===== config.mk =====
export PLATFORM = sky130hd
export DESIGN_NAME = tcs_frequency_generator_flat
export DESIGN_NICKNAME = d
export VERILOG_FILES = /design/src/rtl/tcs_frequency_generator_if.sv /design/src/rtl/tcs_frequency_generator.sv /design/src/flat_wrapper.sv
export SDC_FILE = /design/constraint.sdc
export NUM_CORES = 1
export LEC_CHECK = 0
export CAP_MARGIN = 20
export CORE_ASPECT_RATIO = 1.1
export CORE_MARGIN = 2
export CORE_UTILIZATION = 50
export CTS_CLUSTER_DIAMETER = 200
export DETAILED_ROUTE_END_ITERATION = 6
export GPL_TIMING_DRIVEN = 0
export PLACE_DENSITY = 0.84
export SLEW_MARGIN = 10
export SYNTH_ARGS = -nofsm -noshare
export SYNTH_HDL_FRONTEND = slang
export SYNTH_SLANG_ARGS = --single-unit

===== constraint.sdc =====
create_clock -name clk -period 6.9 [get_ports clk]
set_clock_uncertainty 0.05 [all_clocks]
set_input_delay 1.725 -clock clk [delete_from_list [all_inputs] [get_ports clk]]
set_output_delay 1.725 -clock clk [all_outputs]
set_load 0.1 [all_outputs]

===== src/rtl/tcs_frequency_generator_if.sv =====
// rtl/tcs_frequency_generator_if.sv - select/load/output bundle between the colour-detection path and the emulated TCS3200 bar
interface tcs_frequency_generator_if;
  logic       load;
  logic [7:0] pattern;
  logic [3:0] sensorSelect;
  logic [1:0] colorSelect;
  logic       frequencyOut;
  logic       settled;
  logic [7:0] edgeCount;

  modport master (
    output load, pattern, sensorSelect, colorSelect,
    input  frequencyOut, settled, edgeCount
  );

  modport slave (
    input  load, pattern, sensorSelect, colorSelect,
    output frequencyOut, settled, edgeCount
  );
endinterface


===== src/rtl/tcs_frequency_generator.sv =====
// rtl/tcs_frequency_generator.sv - four-sensor TCS3200 bar emulator producing a colour-dependent square wave
// Optional build macro TCS_NOISE_EN adds LFSR jitter of +/-1 clock to each loaded half-period.
module tcs_frequency_generator #(
  parameter int unsigned HALF_STRONG = 4,
  parameter int unsigned HALF_WEAK   = 16,
  parameter int unsigned HALF_CLEAR  = 3,
  parameter int unsigned SETTLE      = 2
) (
  input  logic                       clk,
  input  logic                       reset,
  tcs_frequency_generator_if.slave   bus
);

  typedef enum logic [1:0] {
    ST_IDLE   = 2'd0,
    ST_SETTLE = 2'd1,
    ST_RUN    = 2'd2
  } state_e;

  localparam logic [7:0] HS = 8'(HALF_STRONG);
  localparam logic [7:0] HW = 8'(HALF_WEAK);
  localparam logic [7:0] HC = 8'(HALF_CLEAR);
  localparam logic [7:0] ST = 8'(SETTLE);

  state_e     state_q, state_d;
  logic       freq_q, freq_d;
  logic [7:0] edge_q, edge_d;
  logic [7:0] settle_q, settle_d;
  logic [7:0] half_q, half_d;
  logic [7:0] pattern_q;
  logic [3:0] prev_sel_q;
  logic [1:0] prev_col_q;

  logic       sel_valid;
  logic       restart;
  logic [1:0] sensor_idx;
  logic [1:0] colour;
  logic [7:0] half_nom;
  logic [7:0] half_load;
  logic [7:0] edge_inc;

  assign sel_valid = $onehot(bus.sensorSelect);
  assign restart   = (bus.sensorSelect != prev_sel_q) ||
                     (bus.colorSelect  != prev_col_q) || bus.load;
  assign edge_inc  = (edge_q == 8'hFF) ? 8'hFF : edge_q + 8'd1;

  always_comb begin
    sensor_idx = 2'd0;
    case (bus.sensorSelect)
      4'b0010: sensor_idx = 2'd1;
      4'b0100: sensor_idx = 2'd2;
      4'b1000: sensor_idx = 2'd3;
      default: sensor_idx = 2'd0;
    endcase
  end

  assign colour = pattern_q[{sensor_idx, 1'b0} +: 2];

  // Yellow reflects both red and green, so it reads strong under either filter.
  always_comb begin
    half_nom = HW;
    case (bus.colorSelect)
      2'b00:   half_nom = (colour == 2'd0 || colour == 2'd3) ? HS : HW;
      2'b11:   half_nom = (colour == 2'd1 || colour == 2'd3) ? HS : HW;
      2'b01:   half_nom = (colour == 2'd2) ? HS : HW;
      default: half_nom = HC;
    endcase
  end

`ifdef TCS_NOISE_EN
  logic [7:0] lfsr_q;

  always_ff @(posedge clk) begin
    if (reset) begin
      lfsr_q <= 8'hA5;
    end else begin
      lfsr_q <= {lfsr_q[6:0], lfsr_q[7] ^ lfsr_q[5] ^ lfsr_q[4] ^ lfsr_q[3]};
    end
  end

  always_comb begin
    half_load = half_nom;
    case (lfsr_q[1:0])
      2'b00:   half_load = (half_nom > 8'd1) ? half_nom - 8'd1 : 8'd1;
      2'b11:   half_load = half_nom + 8'd1;
      default: half_load = half_nom;
    endcase
  end
`else
  assign half_load = half_nom;
`endif

  always_comb begin
    state_d  = state_q;
    freq_d   = freq_q;
    edge_d   = edge_q;
    settle_d = settle_q;
    half_d   = half_q;
    if (!sel_valid) begin
      state_d = ST_IDLE;
      freq_d  = 1'b0;
      edge_d  = 8'd0;
    end else if (restart || state_q == ST_IDLE) begin
      state_d  = ST_SETTLE;
      settle_d = ST;
      freq_d   = 1'b0;
      edge_d   = 8'd0;
    end else begin
      case (state_q)
        ST_SETTLE: begin
          if (settle_q <= 8'd1) begin
            state_d = ST_RUN;
            freq_d  = 1'b1;
            edge_d  = edge_inc;
            half_d  = half_load;
          end else begin
            settle_d = settle_q - 8'd1;
          end
        end
        ST_RUN: begin
          // H is sampled only here, so a mid-run change lands on the next toggle.
          if (half_q <= 8'd1) begin
            freq_d = ~freq_q;
            half_d = half_load;
            if (!freq_q) edge_d = edge_inc;
          end else begin
            half_d = half_q - 8'd1;
          end
        end
        default: begin
          state_d = ST_IDLE;
          freq_d  = 1'b0;
        end
      endcase
    end
  end

  always_ff @(posedge clk) begin
    if (reset) begin
      state_q    <= ST_IDLE;
      freq_q     <= 1'b0;
      edge_q     <= 8'd0;
      settle_q   <= 8'd0;
      half_q     <= 8'd0;
      pattern_q  <= 8'hE4;
      prev_sel_q <= 4'd0;
      prev_col_q <= 2'd0;
    end else begin
      state_q    <= state_d;
      freq_q     <= freq_d;
      edge_q     <= edge_d;
      settle_q   <= settle_d;
      half_q     <= half_d;
      prev_sel_q <= bus.sensorSelect;
      prev_col_q <= bus.colorSelect;
      if (bus.load) pattern_q <= bus.pattern;
    end
  end

  assign bus.frequencyOut = freq_q;
  assign bus.settled      = (state_q == ST_RUN);
  assign bus.edgeCount    = edge_q;

endmodule


===== src/flat_wrapper.sv =====
// flat-port wrapper written by rule: the top's interface ports become plain ports
module tcs_frequency_generator_flat 
#(
  parameter int unsigned HALF_STRONG = 4,
  parameter int unsigned HALF_WEAK   = 16,
  parameter int unsigned HALF_CLEAR  = 3,
  parameter int unsigned SETTLE      = 2
)
  (clk, reset, bus_load, bus_pattern, bus_sensorSelect, bus_colorSelect, bus_frequencyOut, bus_settled, bus_edgeCount);
  tcs_frequency_generator_if bus_i ();
  input  logic clk;
  input  logic reset;
  input wire logic [$bits(bus_i.load)-1:0] bus_load;
  input wire logic [$bits(bus_i.pattern)-1:0] bus_pattern;
  input wire logic [$bits(bus_i.sensorSelect)-1:0] bus_sensorSelect;
  input wire logic [$bits(bus_i.colorSelect)-1:0] bus_colorSelect;
  output wire logic [$bits(bus_i.frequencyOut)-1:0] bus_frequencyOut;
  output wire logic [$bits(bus_i.settled)-1:0] bus_settled;
  output wire logic [$bits(bus_i.edgeCount)-1:0] bus_edgeCount;
  assign bus_i.load = bus_load;
  assign bus_i.pattern = bus_pattern;
  assign bus_i.sensorSelect = bus_sensorSelect;
  assign bus_i.colorSelect = bus_colorSelect;
  assign bus_frequencyOut = bus_i.frequencyOut;
  assign bus_settled = bus_i.settled;
  assign bus_edgeCount = bus_i.edgeCount;
  tcs_frequency_generator #(.HALF_STRONG(HALF_STRONG), .HALF_WEAK(HALF_WEAK), .HALF_CLEAR(HALF_CLEAR), .SETTLE(SETTLE)) u_core (.clk(clk), .reset(reset), .bus(bus_i));
endmodule

==> run summary, run 1 <==
The number of flip-flops and latches in the synthesized netlist came out at between 40 and 50. The Yosys step of the flow raised 0 warnings. The deepest level of the CTS H-tree came out at 2.

Walking the worst path, the cells encountered are clkdlybuf4s50_1 > inv_1 > ha_1 > ha_1 > fa_1 > or3b_2 > clkbuf_1 > nor3_1 > nand2b_1 > clkbuf_1 > a221oi_1. The clock transition at the register clock pins on the worst setup and hold paths after CTS is roughly 80 ps. At the pin with the least slew margin, the transition time is approximately 990 ps. The final weighted congestion in routability-driven placement is approximately 0.86.

The global-route wire length before repair is between 8000 and 9000 microns. The relative area change from synthesis to final layout is 20.6%. The residual antenna-violating net count after detailed routing came out at 0. Headroom to the max-slew limit came out at 0.333. The routed wire length is a little under 5000 microns. After legalization and detailed placement, the total HPWL measured between 3000 and 4000 microns. The final period demand of the worst path is 4870 ps. The count of different cell masters after synthesis is between 40 and 50.

The share of flip-flops with an asynchronous set or reset after synthesis came out at 0. The startpoint identified for the worst hold timing path is u_core.settle_q[0]. The type of the worst setup path is input port to flip-flop. The area of the die is 5110 sq um. The post-cts repair resize count came out at 0. The mean instance size in the synthesized netlist is around 8.7 sq um.

The critical path starts at bus_sensorSelect[2]. The number of pins with negative max-slew slack in the final report is 0. The combinational group share of total power came out at 0.173. After floorplanning, the core was sized to cover around 4300 sq um. The power density over cell area came out at 214 nW/um^2.

The number of vias after detailed routing is roughly 2,000. In this run the critical register-to-register path is launched from u_core.half_q[3]. The number of setup buffers added after CTS is 0. The effective utilization at floorplan came out at 0.523. The number of global-route vias before repair came to slightly below 2,000. The number of buffers inserted during clock tree synthesis came out at 5.

The highest fanout seen on the critical path came out at 10. Measured along the y axis, the die boundary spans about 75 microns. The fraction of layout cells with a size suffix above 1 is 0.0541. The maximum number of pins on one net before global-route repair came out at 14. STA classifies the critical path startpoint as an input port. The synthesized netlist net count is between 200 and 300. The power spent charging and discharging nets came out at ~150 uW. The highest attainable clock frequency is roughly 200 MHz. Cell internal power was estimated by the tool at about 440 uW. In the synthesized netlist the dominant register cell turns out to be sky130_fd_sc_hd__dfxtp_1. The slowest stage of the critical path is the sky130_fd_sc_hd__clkdlybuf4s50_1 cell. The switching power share of the total came out at 0.251. The count of endpoints failing hold in the final timing report came to 0.

The combined area of all synthesized cells is 2270 sq um. The share of the synthesized area in the top cell type is 0.361. Measured on the finished design, the core utilization comes to 0.631. The flow ran to the end, and the final reports show no timing, DRC or antenna violations. The final routed DRC violation total is 0.

The final count of negative-setup-slack endpoints is 0. Ranked by total cell area, the synthesized netlist is headed by sky130_fd_sc_hd__dfxtp_1 36%, sky130_fd_sc_hd__ha_1 9.4%, sky130_fd_sc_hd__nor2_1 5.0%. Of the available clock period, the critical path in the final layout requires 0.706. The post-route worst hold slack is approximately 440 ps.

27 I/O pins were placed. Synthesis produced a netlist whose cell count is around 260. The clock sink count is a little over 40. The layout filler cell count came out at approximately 370. The first-iteration detailed-routing DRC count came out at between 100 and 150. The die is just under 70 microns wide. The overall power came out at between 500 and 600 uW. The setup TNS came out at 0 ps. Setup repair after global routing left no endpoint under its margin.

The initial antenna violation count came out at 0. The floorplan has 25 rows. The worst setup path is captured at a flip-flop. TritonCTS built the clock tree. Of the total power, registers draw 0.437. The min-delay analysis places its worst path in the category flip-flop to flip-flop. In this design, the stage delay of the slowest critical-path cell is roughly 560 ps. In the routed layout, each cell is associated on average with a via count of about 5.8. The leakage power total came out at between 1 and 1.5 nW. The maximum root-to-sink buffer count came out at 2. In this run, synthesis inferred 0 flip-flops with an integrated enable. After global routing the overflow that remains totals 0.

The number of search-and-repair iterations in the first detailed-routing pass came out at 4. The maximum ir drop on the vdd rail is approximately 0.00012 V. The max-cap violation count came out at 0. The number of diodes added for antenna fixing came out at 0. The latest clock arrival within the worst-skew pair is roughly 290 ps. STA puts the critical path data arrival time at about 5000 ps.

The share of the Yosys chip area taken by registers is 0.361. The data required time of the worst path came out at between 7000 and 8000 ps. The count of buffers from port buffering is 26. The synthesized design spends more area on one cell type than any other, namely sky130_fd_sc_hd__dfxtp_1. The clock group share of total power is 0.389. For this design, the CTS-stage hold fixing added 0 buffers. The number of nets in the layout came out at 330.

The global-route usage over all layers came out at 0.213. The CTS root buffer is sky130_fd_sc_hd__clkbuf_8. The wire length per cell after detailed routing is roughly 14 microns.
[sequential cells by signal, summed over array words and instances, names as in the netlist]
register	count
u_core.bus.edgeCount	8
u_core.half_q	8
u_core.prev_col_q	2
u_core.settle_q	8
u_core.state_q	2
u_core.pattern_q	8
u_core.prev_sel_q	4
u_core.bus.frequencyOut	1
[power groups by stage]
| stage | clock network, mW | registers, mW | logic, mW |
|---|---|---|---|
| after floorplan | 0 | 0.260 | 0.0732 |
| after CTS | 0.234 | 0.257 | 0.101 |
| after global routing | 0.244 | 0.258 | 0.114 |
| after global placement | 0 | 0.262 | 0.0971 |
| final | 0.229 | 0.257 | 0.102 |
| after detailed placement | 0 | 0.262 | 0.100 |
[worst paths after layout]
| path | end | slack (ps) | cells after the start |
|---|---|---|---|
| max | u_core.bus.edgeCount[7] | 2030 | 11 |
| min | u_core.settle_q[0] | 440 | 2 |
| max reg2reg | u_core.bus.edgeCount[4] | 3960 | 7 |
| min reg2reg | u_core.settle_q[0] | 440 | 2 |
[cells in the mapped netlist (all sizes together) (2+ instances only)]
master  number
dfxtp       41
nor2        30
a21oi       20
ha          17
o21ai       12
inv         11
nor3         9
mux2i        8
nand2        8
nor2b        8
clkbuf       7
a211oi       6
nand2b       6
nand3        6
or4          6
xnor2        6
buf          5
o31ai        5
a211o        4
a311oi       4
and3         4
nand4        4
nor4         4
and2         3
nor3b        3
a221oi       2
o41a         2
o41ai        2
or3          2
xor2         2
[cell type report]
cell class | instances | area, sq um | area share
buffer | 12 | 53.8 | 0.0196
clock buffer | 5 | 68.8 | 0.0251
clock inverter | 3 | 65.1 | 0.0237
inverter | 11 | 41.3 | 0.0150
multi-input combinational | 198 | 1370 | 0.498
sequential | 41 | 821 | 0.299
tap | 54 | 67.6 | 0.0246
timing repair buffer | 26 | 260 | 0.0948
[cell usage in the layout (no fill, tap or decap), drive strengths merged, types with 2 or more instances in the layout]
cell type and n:
xnor2 6, nor2 30, o41ai 2, and3 4, a211oi 6, clkbuf 12
a211o 4, o41a 2, o21ai 12, xor2 2, or3 2, nor3b 3
buf 5, nand4 4, a221oi 2, dfxtp 41, mux2i 8, nor2b 8
clkdlybuf4s50 26, nand2 8, a311oi 4, nor4 4, and2 3, or4 6
bufinv 2, nand3 6, ha 17, nand2b 6, o31ai 5, nor3 9
inv 11, a21oi 20
[cell families after synthesis]
family / count (synthesis) / share of synthesized area
AO/OA/AOI/OAI: 66 / 0.198
XOR/XNOR: 8 / 0.0308
adder cells (fa/ha/maj): 18 / 0.102
buffers and inverters: 23 / 0.0418
flip-flops: 41 / 0.361
multiplexers: 9 / 0.0402
AND/OR/NAND/NOR: 97 / 0.226
[critical path, delay by kind of cell]
family | cells | cell delay [ps]
adders and majority gates | 3 | 970
buffers and inverters | 4 | 1090
AOI/OAI and AO/OA | 1 | 260
and+or+nand+nor | 3 | 960
[metal layers]
layer / routed length (microns) / part of all wire / track usage
met3: 194 / 0.040 / 0.0463
met2: 2370 / 0.49 / 0.367
met5: 0 / 0 / 0
met4: 99 / 0.020 / 0.0800
met1: 2210 / 0.45 / 0.259
[per-stage QoR]
step | cells | setup WS [ps] | area, sq um
2_1_floorplan | 262 | 2630 | 2270
3_3_place_gp | 342 | 1810 | 2600
3_5_place_dp | 342 | 1780 | 2610
4_1_cts | 350 | 2050 | 2740
5_1_grt | 350 | 1780 | 2740
6_report | 350 | 2030 | 2740
Note: power is estimated with default switching activity, not from simulation.
==> inputs of run 2 (changes only) <==
PLACE_DENSITY = 0.86   (was 0.84)
clock period = 4.4 ns   (was 6.9 ns; I/O delays follow)
==> run summary, run 2 (synthesis gave the netlist of run 1 again) <==
The post-cts repair resize count came to 0 (unchanged). The count of buffers from port buffering is 26 (unchanged). The remaining global-route overflow is 0 (unchanged). Run status: finished clean (unchanged). The area of the die is 5110 sq um (unchanged). The maximum number of pins on one net before global-route repair came out at 14 (unchanged). The number of buffers inserted during clock tree synthesis is 5 (unchanged). The count of endpoints failing hold in the final timing report came out at 0 (unchanged). The relative area change from synthesis to final layout is 19.0% (was 20.6%). The number of setup buffers added after CTS was 0 (unchanged). The count of boundary I/O pins came out at 27 (unchanged). The number of placement rows is 25 (unchanged). The relative slew slack came out at 0.348 (was 0.333). The number of nets in the layout came out at 330 (unchanged).

The vias per cell is 5.75 (was 5.80). Highest-count cells in the layout ignoring fill and taps: 41 x sky130_fd_sc_hd__dfxtp_1, 30 x sky130_fd_sc_hd__nor2_1, 26 x sky130_fd_sc_hd__clkdlybuf4s50_1, 20 x sky130_fd_sc_hd__a21oi_1, 17 x sky130_fd_sc_hd__ha_1 (unchanged). The first-iteration detailed-routing DRC count came out at 97 (was 102). Derived from the worst setup path, the maximum achievable clock frequency is approximately 240 MHz. The met2 capacity usage during global routing is 0.334 (was 0.367).

The number of global-route vias before repair came out at 1,765 (was 1,932). The leakage power total came to 1.02 nW (was 1.04 nW). The final routed DRC violation total is 0 (unchanged).

The routed wire length came out at 4750 microns (was 4870 microns). The area of placed instances is 2610 sq um (unchanged). The fraction of met3 tracks used by global routing came out at 0.0493 (was 0.0463). The finished layout cell area is 2710 sq um (was 2740 sq um). The maximum root-to-sink buffer count came out at 2 (unchanged). The data required time of the worst path is 4580 ps (was 7050 ps). The effective utilization at floorplan is 0.523 (unchanged). The global-route usage over all layers is 0.195 (was 0.213). The maximum ir drop on the vdd rail came out at 0.000156 V (was 0.000117 V). The met1 usage was 0.236 (was 0.259). The final weighted congestion in routability-driven placement is 0.847 (was 0.860).

RSZ-0062 raised after global routing: no (unchanged). The number of pins with negative max-slew slack in the final report was 0 (unchanged). The wire length per cell after detailed routing came out at 13.6 microns (was 13.9 microns). The number of diodes added for antenna fixing came out at 0 (unchanged).

The fraction of layout cells with a size suffix above 1 is 0.0541 (unchanged). The clock transition at the register clock pins on the worst setup and hold paths after CTS came out at 80 ps (about the same). The core region area is 4350 sq um (unchanged). The number of search-and-repair iterations in the first detailed-routing pass is 4 (unchanged). The clock tree from TritonCTS is done (unchanged).

The CTS root buffer was sky130_fd_sc_hd__clkbuf_8 (unchanged). The clock sink count is 41 (unchanged). The sum of net half-perimeters after detailed placement came to 3520 microns (was 3440 microns). The nature of the critical path endpoint is a flip-flop (unchanged).

The layout filler cell count came out at 371 (was 365). The number of vias after detailed routing came to 2,013 (was 2,029). The latest clock arrival within the worst-skew pair is 300 ps (was 290 ps).

The total instance count after detailed placement is 342 (unchanged). The max-cap violation count is 0 (unchanged). The register-to-register setup slack was 1420 ps (was 3960 ps). The layer carrying the most global-route usage is met2 (unchanged). The worst hold path class is flip-flop to flip-flop (unchanged). The deepest level of the CTS H-tree came out at 2 (unchanged).

The die boundary height came to 74.7 microns (unchanged). The commonest non-fill, non-tap cell in the layout is sky130_fd_sc_hd__dfxtp_1 (unchanged). The actual transition at the worst max-transition pin came to 969 ps (was 991 ps). The power density over cell area came out at 304 nW/um^2 (was 214 nW/um^2). The post-route non-filler standard cell count came out at 350 (unchanged). The initial antenna violation count was 0 (unchanged). The residual antenna-violating net count after detailed routing came to 0 (unchanged).

The die extent in x came out at 68.3 microns (unchanged). Of the available clock period, the critical path in the final layout requires 0.953. The type of the worst setup path is input port to flip-flop (unchanged).

The critical path arrival is 4370 ps (was 5020 ps). The final count of negative-setup-slack endpoints is 0 (unchanged). The startpoint type of the worst setup path is an input port (unchanged).

The number of hold buffers added after cts was 0 (unchanged). The global-route wire length before repair is 7570 microns (was 8360 microns). The final period demand of the worst path came out at 4190 ps. The highest fanout seen on the critical path came to 8 (was 10).
[run 2: cell type report]
type,instances,area [sq um],area share
buffer,12,53.8,0.0199
timing repair buffer,26,260,0.0962
tap,54,67.6,0.0250
multi-input combinational,198,1370,0.505
inverter,11,41.3,0.0153
clock inverter,2,13.8,0.00509
sequential,41,821,0.303
clock buffer,6,82.6,0.0305
[run 2: report_power, final]
group          switching [mW]  internal [mW]  total, mW
Clock                   0.135          0.127      0.262
Sequential             0.0132          0.390      0.403
Combinational          0.0835         0.0745      0.158
Total                   0.232          0.591      0.823
[run 2: layer usage]
metal | share of wire | wire length, microns
met1 | 0.46 | 2180
met2 | 0.49 | 2340
met3 | 0.036 | 171
met4 | 0.012 | 58
met5 | 0 | 0
[run 2: final timing paths]
kind         cells past startpoint                 from                       to
max                             11  bus_sensorSelect[2]         u_core.half_q[6]
min                              2   u_core.settle_q[0]       u_core.settle_q[0]
max reg2reg                      7     u_core.half_q[3]  u_core.bus.edgeCount[6]
min reg2reg                      2   u_core.settle_q[0]       u_core.settle_q[0]
[run 2: stage by stage]
| step | setup slack (ps) | setup TNS [ps] | hold slack (ps) | power [mW] | util |
|---|---|---|---|---|---|
| 6_report | 205 | 0 | 442 | 0.823 | 0.622 |
| 5_1_grt | 51.8 | 0 | 467 | 0.864 | 0.622 |
| 4_1_cts | 206 | 0 | 444 | 0.829 | 0.622 |
| 3_5_place_dp | -86.4 | -616 | 433 | 0.568 | 0.600 |
| 3_3_place_gp | -45.5 | -203 | 421 | 0.562 | 0.599 |
| 2_1_floorplan | 759 | 0 | 408 | 0.522 | - |
[run 2: critical path: stages]
cell and delay [ps]:
sky130_fd_sc_hd__clkdlybuf4s50_1 560, sky130_fd_sc_hd__inv_1 110, sky130_fd_sc_hd__ha_1 300, sky130_fd_sc_hd__ha_1 190, sky130_fd_sc_hd__fa_1 450, sky130_fd_sc_hd__nor3b_1 310, sky130_fd_sc_hd__nand2_1 120, sky130_fd_sc_hd__or4_1 420
sky130_fd_sc_hd__buf_2 180, sky130_fd_sc_hd__or4_1 470, sky130_fd_sc_hd__o22ai_1 150
